--- src/rtl/switch_debounce_toggle.sv ---
// Per-channel switch conditioner: 2-FF synchronizer, stable-count debounce,
// registered press/release pulses and a press-toggled LED register.
module switch_debounce_toggle #(
    parameter int NUM_SW         = 4,
    parameter int DEBOUNCE_LIMIT = 250000
) (
    input  logic              i_Clk,
    input  logic              i_Reset,
    input  logic [NUM_SW-1:0] i_Switch,
    output logic [NUM_SW-1:0] o_Switch,
    output logic [NUM_SW-1:0] o_Press,
    output logic [NUM_SW-1:0] o_Release,
    output logic [NUM_SW-1:0] o_LED
);

    localparam int              CNT_W    = $clog2(DEBOUNCE_LIMIT);
    localparam logic [CNT_W-1:0] CNT_LAST = CNT_W'(DEBOUNCE_LIMIT - 1);
    localparam logic [CNT_W-1:0] CNT_ONE  = CNT_W'(1);

    logic [NUM_SW-1:0] sync_s1;
    logic [NUM_SW-1:0] sync_s2;
    logic [CNT_W-1:0]  stable_cnt [NUM_SW];

    always_ff @(posedge i_Clk) begin
        if (i_Reset) begin
            sync_s1   <= '0;
            sync_s2   <= '0;
            o_Switch  <= '0;
            o_Press   <= '0;
            o_Release <= '0;
            o_LED     <= '0;
            for (int i = 0; i < NUM_SW; i++) begin
                stable_cnt[i] <= '0;
            end
        end else begin
            sync_s1   <= i_Switch;
            sync_s2   <= sync_s1;
            o_Press   <= '0;
            o_Release <= '0;
            for (int i = 0; i < NUM_SW; i++) begin
                if (sync_s2[i] == o_Switch[i]) begin
                    // any return to the accepted level restarts qualification
                    stable_cnt[i] <= '0;
                end else if (stable_cnt[i] != CNT_LAST) begin
                    stable_cnt[i] <= stable_cnt[i] + CNT_ONE;
                end else begin
                    stable_cnt[i] <= '0;
                    o_Switch[i]   <= sync_s2[i];
                    if (sync_s2[i]) begin
                        o_Press[i] <= 1'b1;
                        o_LED[i]   <= ~o_LED[i];
                    end else begin
                        o_Release[i] <= 1'b1;
                    end
                end
            end
        end
    end

endmodule

--- config.mk ---
export PLATFORM = sky130hd
export DESIGN_NAME = switch_debounce_toggle
export DESIGN_NICKNAME = d
export VERILOG_FILES = /design/src/rtl/switch_debounce_toggle.sv
export SDC_FILE = /design/constraint.sdc
export NUM_CORES = 1
export LEC_CHECK = 0
export ABC_AREA = 1
export CORE_ASPECT_RATIO = 0.6
export CORE_UTILIZATION = 51
export CTS_CLUSTER_SIZE = 30
export DETAILED_ROUTE_END_ITERATION = 6
export PLACE_DENSITY = 0.69
export SLEW_MARGIN = 20
export SYNTH_ARGS = -nofsm -noshare
export SYNTH_HDL_FRONTEND = slang
export SYNTH_SLANG_ARGS = --single-unit
--- constraint.sdc ---
create_clock -name i_Clk -period 2 [get_ports i_Clk]
set_input_delay 0.3 -clock i_Clk [delete_from_list [all_inputs] [get_ports i_Clk]]
set_output_delay 0.3 -clock i_Clk [all_outputs]
set_load 0.03 [all_outputs]
==> reports/metrics.csv <==
metric,value,unit
status,completed,
fin_nets,757,
fin_skew,0.00453,ns
area_growth,17.3,%
hold_class,reg2reg,
postCtsHoldBufs,0,
viasPerCell,4.87,
synthTopCellsByArea,"edfxtp_1 (41%), nand2_1 (9.4%), dfxtp_1 (9.0%)",
grt_max_degree,19,
yosys_warnings,0,
die_area,0.0109,mm^2
synth_top_area_frac,0.405,
fmax,557,MHz
final_cell_area,0.00626,mm^2
crit_fanout,5,
required,1.70,ns
critPathArrivalTime,1.49,ns
drv_cap,0,
wl,10600,um
cts_buffers,9,
drv_slew,0,
grt_pass1_wl,17500,um
die-width,134,um
insertion_delay,0.34,ns
layout_common_cells,"nand2_1 (133), nor2_1 (115), inv_1 (76), edfxtp_1 (72), conb_1 (72)",
critPathBufInv,1,
critPathKind,reg2out,
gp_congestion,0.863,
p_leak,0.00245,uW
nFillCells,913,
met3_usage,0.0574,
core,0.0100,mm^2
grt-ovfl-total,0,
ys_seq_elements,96,
initial_core_util,0.533,
cts_max_level,3,
busiest_layer,met2,
layout.cells.most_common,nand2_1,
power_density,691,mW/mm^2
worstPathCellList,clkdlybuf4s50_1,
netlist_instances,646,
fin_crit_sh,0.897,
clock_path_buffers,2,
clk_pin_slew_worst_paths,0.06,ns
slowest_delay,0.72,ns
port_buffers,21,
antenna_found_initial,0,
die_y,81.2,um
cts_tree,done,
vdd_drop_max,0.000453,V
drc_errors,0,
syn_area,0.00534,mm^2
instances_no_fill,887,
timing.setup.tns,0,ns
endpoint_kind,primary output,
synth-seq-area-share,0.495,
grt_util_all_layers,0.208,
diodes,0,
hold_violations,0,
post-dp-hpwl,8050,um
drive_above_1_share,0.105,
routedWlPerCell,11.9,um
rows,28,
placed_cell_area,0.00595,mm^2
syn_area_per_cell,8.26,um^2
io_pins,22,
period_needed,1.79,ns
cts.sinks,96,
yosysUniqueCellTypes,39,
grt_pass1_vias,3848,
cts-root-buf,clkbuf_16,
cpLargestDelayFamily,buffers and inverters,
critPathLaunchType,flop,
drt_pre_antenna_iters,5,
postRouteAntennaNets,0,
yosysTopAreaCell,edfxtp_1,
slowest_stage,clkdlybuf4s50_1,
rsz0062_at_grt,no,
drtIter0Drc,342,
dp.cells,871,
cts_resized,0,
setup_viol,0,
vias,4324,
use_met2,0.328,
grt_use_met1,0.279,
post_cts.repair.setup_buffers,0,
-- cells in the mapped netlist (all sizes together) --
cell type,number
and3,1
conb,1
a21o,1
nor3,27
nor4,1
nand2,145
edfxtp,72
a21oi,41
xor2,10
ha,4
buf,6
nand3b,3
nand4,23
or2,9
inv,86
xnor2,5
nor2,132
clkinv,1
dfxtp,24
o21ai,15
nor3b,2
nand3,36
a31oi,1
-- logic make-up (layout without fill, tap and decap cells) --
family / count (synthesis) / after routing / share of synthesized area
AOI/OAI and AO/OA: 58 / 58 / 0.0621
xor gates and xnor gates: 15 / 15 / 0.0246
adders and majority gates: 4 / 4 / 0.00938
buffers and inverters: 93 / 128 / 0.0736
DFF: 96 / 96 / 0.495
other: 1 / 72 / 0.000703
and+or+nand+nor: 379 / 379 / 0.335
-- sequential cells by signal, indices dropped and copies added, names as in the netlist --
name / cells
o_LED: 4
sync_s1: 4
stable_cnt: 72
sync_s2: 4
o_Switch: 4
o_Release: 4
o_Press: 4
-- power by group --
part | switching [uW] | internal (uW) | leakage [uW]
combinational | 142 | 65.3 | 0.00135
sequential | 65.8 | 2210 | 0.000938
clock | 712 | 1130 | 0.000154
total | 920 | 3400 | 0.00245
-- routing by layer --
metal,share of wire,vias to the layer above
met1,0.49,1929
met5,0,-
li1,-,2250
met4,0.011,0
met3,0.071,13
met2,0.43,132
-- path summary, 6_finish.rpt --
check                                  startpoint          endpoint  slack (ns)  cells past startpoint
worst max-delay path                  o_Switch[0]       o_Switch[0]        0.21                      1
worst min-delay path                   sync_s1[2]        sync_s2[2]        0.40                      2
worst max register to register  stable_cnt[3][13]  stable_cnt[3][8]        0.34                      6
worst min register to register         sync_s1[2]        sync_s2[2]        0.40                      2
-- layout make-up --
cell class	instances	area (um^2)	area share
well taps	135	169	0.0270
inverters	87	327	0.0521
clock inverters	3	65.1	0.0104
clock buffers	13	250	0.0400
repair buffers	25	240	0.0384
multi-input cells	528	2570	0.410
flip-flops and latches	96	2640	0.422
-- per-stage QoR --
step / hold WS (ns) / power [uW] / setup slack (ns) / util
finish: 0.404 / 4330 / 0.205 / 0.625
global route: 0.421 / 4470 / 0.176 / 0.625
CTS: 0.406 / 4370 / 0.212 / 0.625
detailed placement: 0.397 / 2520 / 0.235 / 0.594
global placement: 0.391 / 2510 / 0.276 / 0.594
floorplan: 0.388 / 2460 / 0.416 / -
Note: power is estimated with default switching activity, not from simulation.
